### src/rtl/coeff_token_stream_dec.sv
// coeff_token stream decoder: an MSB-aligned bit buffer feeding a one-token-per-cycle
// decoder for the nC>=8 fixed-length table (Mode=0) and the ChromaDC table (Mode=1).
module coeff_token_stream_dec #(
    parameter int IN_W  = 16,
    parameter int BUF_W = 2 * IN_W
) (
    input  logic            Clk,
    input  logic            Rst_n,
    input  logic            InValid,
    input  logic [IN_W-1:0] InData,
    output logic            InReady,
    input  logic            Mode,
    input  logic            Flush,
    output logic            OutValid,
    input  logic            OutReady,
    output logic [4:0]      TotalCoeff,
    output logic [1:0]      TrailingOnes,
    output logic [4:0]      NumShift,
    output logic            Error
);

    localparam int CNT_W = $clog2(BUF_W + 1);
    localparam logic [CNT_W-1:0] ROOM   = CNT_W'(BUF_W - IN_W);
    localparam logic [CNT_W-1:0] IN_CNT = CNT_W'(IN_W);

    typedef enum logic {
        S_FILL,
        S_RUN
    } state_e;

    state_e           state_q, state_d;
    logic [BUF_W-1:0] buf_q, buf_d;
    logic [CNT_W-1:0] bit_cnt_q, bit_cnt_d;
    logic             out_valid_q, out_valid_d;
    logic [4:0]       tc_q, tc_d;
    logic [1:0]       t1_q, t1_d;
    logic [4:0]       ns_q, ns_d;
    logic             err_q, err_d;

    logic [5:0]       code6;
    logic [7:0]       code8;
    logic [4:0]       dec_tc;
    logic [1:0]       dec_t1;
    logic [4:0]       dec_ns;
    logic             dec_err;

    logic [CNT_W-1:0] need;
    logic [CNT_W-1:0] consumed;
    logic [CNT_W-1:0] bit_rem;
    logic [BUF_W-1:0] rem_buf;
    logic [BUF_W-1:0] keep_mask;
    logic [BUF_W-1:0] placed;
    logic             fire;
    logic             accept;

    assign code6 = buf_q[BUF_W-1 -: 6];
    assign code8 = buf_q[BUF_W-1 -: 8];

    // Token table lookup on the buffer head; only the valid head bits are examined.
    always_comb begin
        // NOTE: every combinational output gets a default first so no path infers a latch.
        dec_tc  = 5'd0;
        dec_t1  = 2'd0;
        dec_ns  = 5'd6;
        dec_err = 1'b0;
        if (!Mode) begin
            if (code6 == 6'b000011) begin
                dec_tc = 5'd0;
            end else if (code6 == 6'b000010 || code6 == 6'b000111) begin
                dec_err = 1'b1;
            end else begin
                dec_tc = {1'b0, code6[5:2]} + 5'd1;
                dec_t1 = code6[1:0];
            end
        end else begin
            casez (code8)
                8'b1???????: begin dec_tc = 5'd1; dec_t1 = 2'd1; dec_ns = 5'd1; end
                8'b01??????: begin dec_tc = 5'd0; dec_t1 = 2'd0; dec_ns = 5'd2; end
                8'b001?????: begin dec_tc = 5'd2; dec_t1 = 2'd2; dec_ns = 5'd3; end
                8'b000111??: begin dec_tc = 5'd1; dec_t1 = 2'd0; dec_ns = 5'd6; end
                8'b000110??: begin dec_tc = 5'd2; dec_t1 = 2'd1; dec_ns = 5'd6; end
                8'b000101??: begin dec_tc = 5'd3; dec_t1 = 2'd3; dec_ns = 5'd6; end
                8'b000100??: begin dec_tc = 5'd2; dec_t1 = 2'd0; dec_ns = 5'd6; end
                8'b000011??: begin dec_tc = 5'd3; dec_t1 = 2'd0; dec_ns = 5'd6; end
                8'b000010??: begin dec_tc = 5'd4; dec_t1 = 2'd0; dec_ns = 5'd6; end
                8'b0000011?: begin dec_tc = 5'd3; dec_t1 = 2'd1; dec_ns = 5'd7; end
                8'b0000010?: begin dec_tc = 5'd3; dec_t1 = 2'd2; dec_ns = 5'd7; end
                8'b0000000?: begin dec_tc = 5'd4; dec_t1 = 2'd3; dec_ns = 5'd7; end
                8'b00000011: begin dec_tc = 5'd4; dec_t1 = 2'd1; dec_ns = 5'd8; end
                8'b00000010: begin dec_tc = 5'd4; dec_t1 = 2'd2; dec_ns = 5'd8; end
                default:     begin dec_tc = 5'd0; dec_t1 = 2'd0; dec_ns = 5'd8; end
            endcase
        end
    end

    // Buffer, output stage and FSM next state.
    always_comb begin
        need     = Mode ? CNT_W'(8) : CNT_W'(6);
        fire     = !Flush && (state_q == S_RUN) && (bit_cnt_q >= need)
                   && (!out_valid_q || OutReady);
        consumed = fire ? CNT_W'(dec_ns) : '0;
        bit_rem  = bit_cnt_q - consumed;
        rem_buf  = buf_q << consumed;
        // Bits below the fill level are don't-care, so clear them before merging new data.
        keep_mask = ~({BUF_W{1'b1}} >> bit_rem);
        placed    = {InData, {(BUF_W - IN_W){1'b0}}} >> bit_rem;
        InReady   = !Flush && (bit_rem <= ROOM);
        accept    = InValid && InReady;

        buf_d       = rem_buf & keep_mask;
        bit_cnt_d   = bit_rem;
        out_valid_d = out_valid_q;
        tc_d        = tc_q;
        t1_d        = t1_q;
        ns_d        = ns_q;
        err_d       = err_q;

        if (accept) begin
            buf_d     = (rem_buf & keep_mask) | placed;
            bit_cnt_d = bit_rem + IN_CNT;
        end

        if (fire) begin
            out_valid_d = 1'b1;
            tc_d        = dec_tc;
            t1_d        = dec_t1;
            ns_d        = dec_ns;
            err_d       = dec_err;
        end else if (OutReady) begin
            out_valid_d = 1'b0;
        end

        state_d = (bit_cnt_d >= need) ? S_RUN : S_FILL;

        if (Flush) begin
            buf_d       = '0;
            bit_cnt_d   = '0;
            out_valid_d = 1'b0;
            state_d     = S_FILL;
        end
    end

    // NOTE: the bit buffer is an ordinary register, not a RAM, so it is reset along with the rest.
    always_ff @(posedge Clk or negedge Rst_n) begin
        if (!Rst_n) begin
            state_q     <= S_FILL;
            buf_q       <= '0;
            bit_cnt_q   <= '0;
            out_valid_q <= 1'b0;
            tc_q        <= 5'd0;
            t1_q        <= 2'd0;
            ns_q        <= 5'd0;
            err_q       <= 1'b0;
        end else begin
            // NOTE: non-blocking assignments so every register samples pre-edge values.
            state_q     <= state_d;
            buf_q       <= buf_d;
            bit_cnt_q   <= bit_cnt_d;
            out_valid_q <= out_valid_d;
            tc_q        <= tc_d;
            t1_q        <= t1_d;
            ns_q        <= ns_d;
            err_q       <= err_d;
        end
    end

    assign OutValid     = out_valid_q;
    assign TotalCoeff   = tc_q;
    assign TrailingOnes = t1_q;
    assign NumShift     = ns_q;
    assign Error        = err_q;

endmodule

### config.mk
export PLATFORM = sky130hd
export DESIGN_NAME = coeff_token_stream_dec
export DESIGN_NICKNAME = d
export VERILOG_FILES = /design/src/rtl/coeff_token_stream_dec.sv
export SDC_FILE = /design/constraint.sdc
export NUM_CORES = 1
export LEC_CHECK = 0
export ABC_AREA = 1
export BUFFER_PORTS_ARGS = -buffer_cell sky130_fd_sc_hd__buf_2
export CAP_MARGIN = 40
export CELL_PAD_IN_SITES_DETAIL_PLACEMENT = 0
export CELL_PAD_IN_SITES_GLOBAL_PLACEMENT = 1
export CORE_MARGIN = 5
export CORE_UTILIZATION = 44
export DETAILED_ROUTE_END_ITERATION = 7
export GPL_ROUTABILITY_DRIVEN = 0
export PLACE_DENSITY = 0.91
export SYNTH_ARGS = -nofsm -noshare
export SYNTH_HDL_FRONTEND = slang
export SYNTH_SLANG_ARGS = --single-unit
export TNS_END_PERCENT = 50
### constraint.sdc
create_clock -name Clk -period 4.7 [get_ports Clk]
set_clock_uncertainty 0.1 [all_clocks]
set_input_delay 0.47 -clock Clk [delete_from_list [all_inputs] [get_ports Clk]]
set_output_delay 0.47 -clock Clk [all_outputs]
set_load 0.02 [all_outputs]
==> impl_metrics.csv, run 1 <==
group,metric,value,unit
outcome,status,"completed",
finish,layout.cells.non_filler,1072,
clock_network,cts_setup_buffers,0,
global_route,grt_pass1_wl,29000,um
placed_design,portBuffers,35,
drt,drt-vias-per-instance,5.69,
sta,min_period,4.37,ns
finish,drive_gt1_frac,0.126,
drt,routed_wl,17600,um
yosys,synthTopCellsByCount,"nand3_1, nand2_1, o21ai_0, nor2_1, inv_1",
yosys,synth_edf_count,0,
power,irDropWorstVdd,828,uV
drt,avgRoutedWirePerCell,16.4,um
clock_network,clock_latency,0.30,ns
min_path,min_path_type,"input port to async pin",
clock_network,clock_sinks,52,
sta,fmax,0.229,GHz
placed_design,dp_hpwl,13200,um
clock_network,clock_path_buffers,2,
sta,relSlewSlack,0.545,
job,cap_violations,0,
sta,hold_viol,0,
global_route,grt_pass1_vias,5644,
global_route,grt_max_degree,53,
drt,dr.pass1.iters,5,
die,row_count,41,
worst_setup_path,crit_path_start_kind,"input port",
yosys,synth_top_area_frac,0.236,
yosys,seq_area_frac_synth,0.236,
global_route,antenna_found_initial,0,
worst_setup_path,cp.required,4.13,ns
global_route,grt_overflow,0,
global_route,use_met2,0.366,
yosys,synth_top_flop_cell,"dfrtp_1",
drt,drc,0,
worst_setup_path,crit_type,"input port to primary output",
yosys,synth_nets,929,
drt,vias,6099,
die,die_h,122,um
drt,postRouteAntennaNets,0,
global_route,grtUsageMet1,0.345,
worst_setup_path,cp-end-kind,"primary output",
global_route,grt.busiest_layer,"met2",
power,cellLeakagePower,2.88,nW
sta,fin_tns_setup,0,ns
clock_network,cts_tree,"built",
power,power_density,829,nW/um^2
sta,maxSlewViolCount,0,
global_route,grtUsageTotal,0.241,
die,die-area,14900,sq um
die,boundaryPins,37,
sta,min_period_over_period,0.930,
sta,finalWorstSetupSlack,0.328,ns
clock_network,cts_buffers,5,
worst_setup_path,r2r-start,"buf_q[28]",
finish,synthToLayoutAreaGrowth,7.16,%
yosys,syn_avg_cell_area,6.19,sq um
finish,antenna_cells,0,
clock_network,cts_root_buffer,"clkbuf_16",
yosys,ys_ff_latch,52,
yosys,ys_types,51,
finish,finish.instance_area,5910,sq um
placed_design,dp_slack,0.155,ns
sta,worst_pin_slew,0.683,ns
yosys,synth_area_leaders,"dfrtp_1, nand3_1, nand2_1",
clock_network,clk_pin_slew,0.07,ns
global_route,met3_usage,0.0339,
placed_design,place_area,5760,sq um
finish,n_fill_cell,1345,
finish,finalNetCount,937,
worst_setup_path,cp-startpoint,"Mode",
yosys,yosys_warnings,0,
die,die_w,122,um
yosys,synthCells,891,
yosys,yosysTopAreaCell,"dfrtp_1",
worst_setup_path,crit_arrival,3.80,ns
yosys,synth_area,5520,sq um
sta,rsz0062_at_grt,"no",
die,start_util,0.443,
yosys,synthArstFlopShare,1.00,
clock_network,cts_hold_buf,0,
worst_setup_path,cp_max_fo,18,
sta,setup_viol,0,
yosys,yosysMostFrequentCell,"nand3_1",
clock_network,ctsResizeCount,0,
die,core-area,12500,sq um
placed_design,dp_cells,1064,
clock_network,cts_htree_levels,2,
drt,drt-initial-drc-count,790,
-- power breakdown --
part	internal (mW)	switching, mW
Combinational	1.16	2.70
Clock	0.203	0.181
Sequential	0.570	0.0889
-- through the flow --
step,power [mW],utilization,hold slack [ns]
floorplan,3.46,-,0.0744
global placement,4.42,0.462,0.362
detailed placement,4.40,0.462,0.366
CTS,4.80,0.474,0.215
global route,5.34,0.474,0.257
finish,4.90,0.474,0.195
-- final cells by class --
cell class	instances	area (sq um)	share of cell area
Timing Repair Buffer	57	340	0.0575
Multi-Input combinational cell	715	3640	0.616
Clock inverter	3	27.5	0.00465
Inverter	68	260	0.0440
Tap cell	172	215	0.0364
Sequential cell	52	1300	0.220
Clock buffer	5	125	0.0212
-- metal layers --
| layer | vias to the layer above | routed length [um] | part of all wire |
|---|---|---|---|
| met5 | - | 0 | 0 |
| met4 | 0 | 581 | 0.033 |
| met3 | 47 | 1420 | 0.081 |
| met2 | 295 | 7590 | 0.43 |
| met1 | 2734 | 7970 | 0.45 |
| li1 | 3023 | - | - |
-- cells in the final DEF, fill, tap and decap left out, types with 3 or more instances in the layout --
| master | synthesis | layout |
|---|---|---|
| nor2_4 | 7 | 7 |
| clkbuf_16 | 0 | 5 |
| nand3_1 | 236 | 236 |
| o21ai_0 | 60 | 60 |
| nor3_1 | 5 | 5 |
| mux2i_1 | 5 | 5 |
| nand2_2 | 6 | 6 |
| a21oi_1 | 39 | 39 |
| nor2_1 | 56 | 56 |
| nand2_1 | 225 | 225 |
| buf_4 | 12 | 22 |
| ha_1 | 15 | 15 |
| or2_2 | 4 | 4 |
| a31oi_1 | 9 | 9 |
| nand4_1 | 6 | 6 |
| dfrtp_1 | 52 | 52 |
| inv_1 | 55 | 55 |
| buf_2 | 21 | 35 |
| nor2_2 | 3 | 3 |
| o31ai_1 | 4 | 4 |
| nand2_4 | 4 | 4 |
| inv_2 | 10 | 10 |
-- registers in the layout, indices dropped and copies added, names as in the netlist --
signal,count
buf_q,32
TotalCoeff,5
state_q,1
NumShift,4
OutValid,1
bit_cnt_q,6
Error,1
TrailingOnes,2
-- logic make-up after synthesis --
logic type | count (synthesis) | share of synthesized area
simple gates | 560 | 0.467
compound gates | 130 | 0.136
buf+inv | 124 | 0.104
flops | 52 | 0.236
fa+ha+maj | 16 | 0.0376
mux | 5 | 0.00907
xor+xnor | 3 | 0.00952
other cells | 1 | 0.000679
-- final timing paths --
| check | end | slack, ns | cells past startpoint |
|---|---|---|---|
| max | InReady | 0.33 | 22 |
| max in group asynchronous | buf_q[7] | 3.85 | 2 |
| min in group Clk | OutValid | 0.34 | 4 |
| min reg2reg | TotalCoeff[3] | 0.38 | 2 |
| max reg2reg | buf_q[16] | 0.44 | 23 |
| min | NumShift[3] | 0.20 | 2 |
-- worst max-delay path: stages --
cell and delay (ns):
buf_2 0.20, inv_1 0.12, ha_1 0.32, nand2_1 0.06
nand2_1 0.04, nor2_1 0.08, nand3_1 0.10, nand2_2 0.20
buf_4 0.27, inv_4 0.07, o21ai_4 0.07, ha_1 0.25
nand3_1 0.10, nand2_1 0.07, nand2_1 0.08, nand3_2 0.11
xor2_4 0.27, clkinv_1 0.13, ha_1 0.24, a21oi_2 0.16
and2_4 0.18, buf_2 0.18
No activity file was read; power rests on OpenSTA's default activity.
==> inputs of run 2 (changes only) <==
--- a/config.mk
+++ b/config.mk
@@ -5,16 +5,15 @@
 export SDC_FILE = /design/constraint.sdc
 export NUM_CORES = 1
 export LEC_CHECK = 0
-export ABC_AREA = 1
 export BUFFER_PORTS_ARGS = -buffer_cell sky130_fd_sc_hd__buf_2
 export CAP_MARGIN = 40
 export CELL_PAD_IN_SITES_DETAIL_PLACEMENT = 0
 export CELL_PAD_IN_SITES_GLOBAL_PLACEMENT = 1
 export CORE_MARGIN = 5
-export CORE_UTILIZATION = 44
+export CORE_UTILIZATION = 45
 export DETAILED_ROUTE_END_ITERATION = 7
 export GPL_ROUTABILITY_DRIVEN = 0
-export PLACE_DENSITY = 0.91
+export PLACE_DENSITY = 0.88
 export SYNTH_ARGS = -nofsm -noshare
 export SYNTH_HDL_FRONTEND = slang
 export SYNTH_SLANG_ARGS = --single-unit
==> impl_metrics.csv, run 2 <==
group,metric,value,unit
worst_setup_path,max_stage_delay,0.56,ns
die,die-area,14500,sq um
finish,n_fill_cell,1110,
yosys,yosys_warnings,0,
die,core-area,12000,sq um
placed_design,dp_hpwl,14300,um
worst_setup_path,cp_max_fo,15,
yosys,synthCells,705,
finish,layout.cells.non_filler,872,
sta,fmax,0.219,GHz
finish,top_register,"buf_q",
drt,wl_met1,8240,um
yosys,synth_area,5480,sq um
placed_design,dp_cells,861,
sta,relSlewSlack,0.507,
clock_network,clock_latency,0.30,ns
yosys,synthArstFlopShare,1.00,
die,die_w,120,um
die,boundaryPins,37,
yosys,synthTopCellsByCount,"nand2_1, nor2_1, a21oi_1, dfrtp_1",
drt,vias,5985,
worst_setup_path,worst-r2r-setup-slack,0.20,ns
global_route,grt_overflow,0,
worst_setup_path,crit_slowest_cell,"or4_4",
min_path,min_path_type,"input port to async pin",
finish,synthToLayoutAreaGrowth,14.4,%
drt,met2_length,8750,um
finish,final_cell_mix,"nand2_1, nor2_1, dfrtp_1",
worst_setup_path,crit_path_start_kind,"flip-flop",
yosys,yosysTopAreaCell,"dfrtp_1",
yosys,seq_area_frac_synth,0.237,
die,start_util,0.458,
clock_network,cts_htree_levels,2,
global_route,grt_pass1_wl,31400,um
worst_setup_path,crit_arrival,3.99,ns
worst_setup_path,cp.buffers_inverters,5,
yosys,ys_ff_latch,52,
drt,postRouteAntennaNets,0,
global_route,grt_max_degree,53,
job,cap_violations,0,
global_route,antenna_found_initial,0,
worst_setup_path,crit_path_frequent_cell,"inv_4",
yosys,ys_types,83,
sta,maxSlewViolCount,0,
sta,worst_pin_slew,0.739,ns
worst_setup_path,rr_worst_depth,16,
finish,mostFrequentLayoutCell,"nand2_1",
drt,drt-vias-per-instance,6.86,
drt,dr_wl_met3,1720,um
drt,drc,0,
sta,hold_viol,0,
finish,drive_gt1_frac,0.196,
sta,min_period,4.56,ns
clock_network,clock_path_buffers,2,
drt,dr.pass1.iters,5,
finish,multi_input_area,4060,sq um
drt,avgRoutedWirePerCell,22.4,um
yosys,synth_top_flop_cell,"dfrtp_1",
outcome,status,"completed",
worst_setup_path,r2r-start,"buf_q[29]",
drt,top_layer,"met4",
sta,fin_hold_ws,0.198,ns
global_route,grt_pass1_vias,5729,
yosys,synth_nets,743,
yosys,synth_area_leaders,"dfrtp_1, mux2i_1, nand2_1",
drt,drt-initial-drc-count,946,
sta,setup_viol,0,
finish,finalNetCount,761,
drt,routed_wl,19600,um
worst_setup_path,reg2reg_to,"buf_q[2]",
die,die_h,120,um
clock_network,cts_root_buffer,"clkbuf_16",
sta,fin_tns_setup,0,ns
yosys,syn_avg_cell_area,7.78,sq um
clock_network,clk_pin_slew,0.08,ns
clock_network,cts_hold_buf,0,
sta,min_period_over_period,0.971,
clock_network,clock_sinks,52,
yosys,synth_top_area_frac,0.237,
worst_setup_path,critPathTopFamily,"simple AND/OR/NAND/NOR gates",
clock_network,cts_buffers,5,
finish,seq_area,1300,sq um
finish,largest_register_ffs,32,
clock_network,cts_tree,"built",
yosys,synth_edf_count,0,
placed_design,portBuffers,35,
die,row_count,40,
worst_setup_path,cp.required,4.13,ns
worst_setup_path,crit_type,"flip-flop to primary output",
worst_setup_path,cp_cell_sequence,"buf_4 > ha_1 > a211oi_1 > o211ai_2 > nand2b_1 > and2_4 > inv_4 > ha_4 > nand2b_4 > a21oi_4 > or4_4 > nand2_8 > inv_4 > ha_4 > inv_4 > nand3_4 > a21oi_2 > buf_2",
worst_setup_path,cp-end-kind,"primary output",
global_route,grtUsageTotal,0.268,
yosys,yosysMostFrequentCell,"nand2_1",
## run 2: cell count changes in the layout (fill, tap and decap cells not counted), moves of 9 or more
cell / delta
inv_1: -40
nand3_1: -207
o21ai_1: +9
nand2_1: -131
nand2b_1: +11
o211ai_1: +18
o21ai_0: -16
nor2_1: +9
buf_4: +10
mux2i_1: +40
mux2_2: +10
## run 2: area by class of cell
cell class | count | area share
multi-input combinational | 572 | 0.648
sequential | 52 | 0.207
timing repair buffer | 69 | 0.0726
tap | 147 | 0.0293
clock buffer | 6 | 0.0205
inverter | 23 | 0.0160
clock inverter | 2 | 0.00618
antenna | 1 | 0.000399
## run 2: timing repair
action / in CTS / in global routing
pin swaps: 1 / 2
cloned: 0 / 0
setup buffers: 1 / 1
gates resized for setup: 0 / 5
setup endpoints to repair: 1 / 9
## run 2: how the worst max path moves through the flow
stage                    from       end  slack (ns)  cells past startpoint
floorplan                Mode  buf_q[0]       -0.03                     24
global placement         Mode  buf_q[2]      -0.003                     17
detailed placement       Mode  buf_q[2]       -0.04                     17
CTS                 buf_q[28]   InReady        0.02                     17
global route             Mode   InReady       -0.02                     19
finish              buf_q[28]   InReady        0.14                     18
## run 2: kinds of logic (layout without fill, tap and decap cells)
| kind of cell | after synthesis | in the layout | synth area share |
|---|---|---|---|
| AOI/OAI and AO/OA | 237 | 237 | 0.298 |
| other | 1 | 2 | 0.000684 |
| DFF | 52 | 52 | 0.237 |
| and+or+nand+nor | 242 | 242 | 0.198 |
| buffers and inverters | 81 | 100 | 0.0673 |
| xor gates and xnor gates | 8 | 8 | 0.0141 |
| adders and majority gates | 16 | 16 | 0.0379 |
| muxes | 68 | 68 | 0.146 |
## run 2: stage by stage
step	cell area (sq um)	setup WS, ns	utilization
floorplan	5770	-0.0299	-
global placement	6060	-0.00301	0.507
detailed placement	6060	-0.0365	0.507
CTS	6240	0.0161	0.521
global route	6270	-0.0240	0.524
finish	6270	0.135	0.524
## run 2: routing by layer
metal  track usage  up-vias
met4         0.113        0
met3        0.0402       73
li1              -     2666
met2         0.415      373
met5             0        -
met1         0.374     2873
Power of run 2 is not shown: default switching activity piles up to over one toggle a cycle in this logic, so the estimate is an artifact.
==> inputs of run 3 (changes only) <==
--- a/config.mk
+++ b/config.mk
@@ -5,12 +5,13 @@
 export SDC_FILE = /design/constraint.sdc
 export NUM_CORES = 1
 export LEC_CHECK = 0
+export ABC_AREA = 1
 export BUFFER_PORTS_ARGS = -buffer_cell sky130_fd_sc_hd__buf_2
 export CAP_MARGIN = 40
 export CELL_PAD_IN_SITES_DETAIL_PLACEMENT = 0
 export CELL_PAD_IN_SITES_GLOBAL_PLACEMENT = 1
 export CORE_MARGIN = 5
-export CORE_UTILIZATION = 45
+export CORE_UTILIZATION = 40
 export DETAILED_ROUTE_END_ITERATION = 7
 export GPL_ROUTABILITY_DRIVEN = 0
 export PLACE_DENSITY = 0.88
==> constraint.sdc (replaced) <==
create_clock -name Clk -period 3.8 [get_ports Clk]
set_clock_uncertainty 0.1 [all_clocks]
set_input_delay 0.38 -clock Clk [delete_from_list [all_inputs] [get_ports Clk]]
set_output_delay 0.38 -clock Clk [all_outputs]
set_load 0.02 [all_outputs]
==> impl_metrics.csv, run 3 (synthesis gave the netlist of run 1 again) <==
group,metric,value,unit
finish,finish.instance_area,6800,sq um
worst_setup_path,cp.required,3.32,ns
drt,drt-vias-per-instance,5.58,
finish,final_cell_mix,"nand3_1, nand2_1, buf_4",
worst_setup_path,cp_max_fo,4,
clock_network,clock_path_buffers,2,
sta,finalWorstSetupSlack,-0.0477,ns
finish,post-route-util,0.495,
clock_network,clk_pin_slew,0.08,ns
clock_network,cts_buffers,5,
die,row_count,43,
clock_network,clock_sinks,52,
placed_design,portBuffers,35,
sta,hold_viol,0,
drt,drt-initial-drc-count,779,
worst_setup_path,crit_type,"flip-flop to primary output",
global_route,grt_pass1_wl,30200,um
sta,maxSlewViolCount,0,
sta,setup_viol,1,
power,power,7.53,mW
die,die-area,16200,sq um
min_path,min_path_type,"input port to flip-flop",
power,cellLeakagePower,3.30,nW
die,die_h,127,um
global_route,grt_overflow,0,
global_route,grt_max_degree,35,
placed_design,dp_hpwl,14300,um
clock_network,cts_htree_levels,2,
global_route,grt_pass1_vias,5961,
sta,worst_pin_slew,0.514,ns
sta,fmax,0.260,GHz
finish,drive_gt1_frac,0.233,
drt,drc,0,
drt,postRouteAntennaNets,0,
die,core-area,13700,sq um
finish,largest_register_ffs,32,
finish,antenna_cells,0,
job,cap_violations,0,
drt,routed_wl,18800,um
clock_network,cts_tree,"built",
sta,min_period_over_period,1.01,
sta,fin_hold_ws,0.246,ns
die,die_w,127,um
drt,vias,6468,
global_route,grtUsageTotal,0.228,
worst_setup_path,crit_path_start_kind,"flip-flop",
finish,mostFrequentLayoutCell,"nand3_1",
worst_setup_path,cp-end-kind,"primary output",
finish,synthToLayoutAreaGrowth,23.2,%
outcome,status,"finished, violations left",
outcome,violations,"setup timing",
placed_design,place_area,6370,sq um
sta,relSlewSlack,0.654,
clock_network,clock_latency,0.30,ns
worst_setup_path,crit_arrival,3.37,ns
clock_network,cts_root_buffer,"clkbuf_16",
global_route,antenna_found_initial,0,
die,boundaryPins,37,
drt,avgRoutedWirePerCell,16.3,um
finish,top_register,"buf_q",
die,start_util,0.402,
sta,rsz0062_at_grt,"yes",
sta,min_period,3.85,ns
power,irDropWorstVdd,888,uV
drt,dr.pass1.iters,5,
power,power_density,1110,nW/um^2
finish,finalNetCount,1016,
==> run 3: changes by cell type in the layout (fill, tap and decap cells not counted), sizes merged, moves of 7 or more <==
| cell | delta |
|---|---|
| a21oi | -9 |
| a32oi | -7 |
| nand3 | +207 |
| a211oi | -8 |
| nand2 | +139 |
| mux2 | -16 |
| o211ai | -19 |
| nand2b | -12 |
| buf | +66 |
| o21ai | +7 |
| o221ai | -8 |
| mux4 | -7 |
| inv | +43 |
| mux2i | -40 |
==> run 3: layout make-up <==
| cell class | count | area [sq um] |
|---|---|---|
| sequential | 52 | 1300 |
| fill | 1395 | 6920 |
| clock inverter | 3 | 46.3 |
| timing repair buffer | 136 | 1000 |
| multi-input combinational | 715 | 3820 |
| inverter | 68 | 275 |
| tap | 180 | 225 |
| clock buffer | 5 | 125 |
==> run 3: worst paths after layout <==
check / cells after the start / endpoint / slack, ns / startpoint
worst max-delay path: 20 / InReady / -0.05 / bit_cnt_q[3]
max in group asynchronous: 4 / buf_q[9] / 2.42 / Rst_n
worst min register to register: 2 / NumShift[1] / 0.38 / NumShift[1]
worst max register to register: 24 / buf_q[16] / 0.04 / bit_cnt_q[3]
worst min-delay path: 4 / OutValid / 0.25 / OutReady
min in group asynchronous: 2 / bit_cnt_q[2] / 0.44 / Rst_n
==> run 3: repair_timing <==
| action | 4_1_cts | 5_1_grt |
|---|---|---|
| setup endpoints to repair | 3 | 32 |
| hold endpoints to repair | 12 | 0 |
| gates cloned | 0 | 0 |
| gates resized for setup | 7 | 38 |
| buffers inserted | 6 | 11 |
| hold buffers | 1 | 0 |
| pin swaps | 6 | 21 |
==> run 3: worst max-delay path, cell delays in order (launching register included) <==
cell and delay, ns:
dfrtp_1 0.43, ha_4 0.30, nand2_2 0.05, inv_2 0.06
nand3_2 0.07, nand3_2 0.10, nand2_4 0.08, buf_6 0.15
a21oi_4 0.13, inv_2 0.07, ha_4 0.26, a21oi_4 0.15
nand2_1 0.08, nand2_1 0.08, nand3_2 0.12, xor2_4 0.23
clkinv_4 0.08, ha_4 0.16, a21oi_2 0.13, and2_4 0.21
buf_6 0.13
==> run 3: metal layers <==
metal | vias to the layer above | part of all wire | GRT usage
met5 | - | 0 | 0
met4 | 0 | 0.028 | 0.0871
met2 | 278 | 0.46 | 0.361
met1 | 2971 | 0.44 | 0.317
li1 | 3180 | - | -
met3 | 39 | 0.068 | 0.0305
==> run 3: report_power, final <==
| group | leakage, nW | internal, mW | switching [mW] |
|---|---|---|---|
| logic | 2.52 | 2.43 | 3.75 |
| registers | 0.701 | 0.705 | 0.0949 |
| clock network | 0.0804 | 0.314 | 0.230 |
==> run 3: through the flow <==
step | setup TNS (ns) | setup slack, ns | cells
after floorplan | -5.73 | -0.253 | 891
after global placement | -0.134 | -0.0362 | 1132
after detailed placement | -1.78 | -0.114 | 1133
after CTS | 0 | 0.000249 | 1148
after global routing | -1.97 | -0.190 | 1159
final | -0.0477 | -0.0477 | 1159
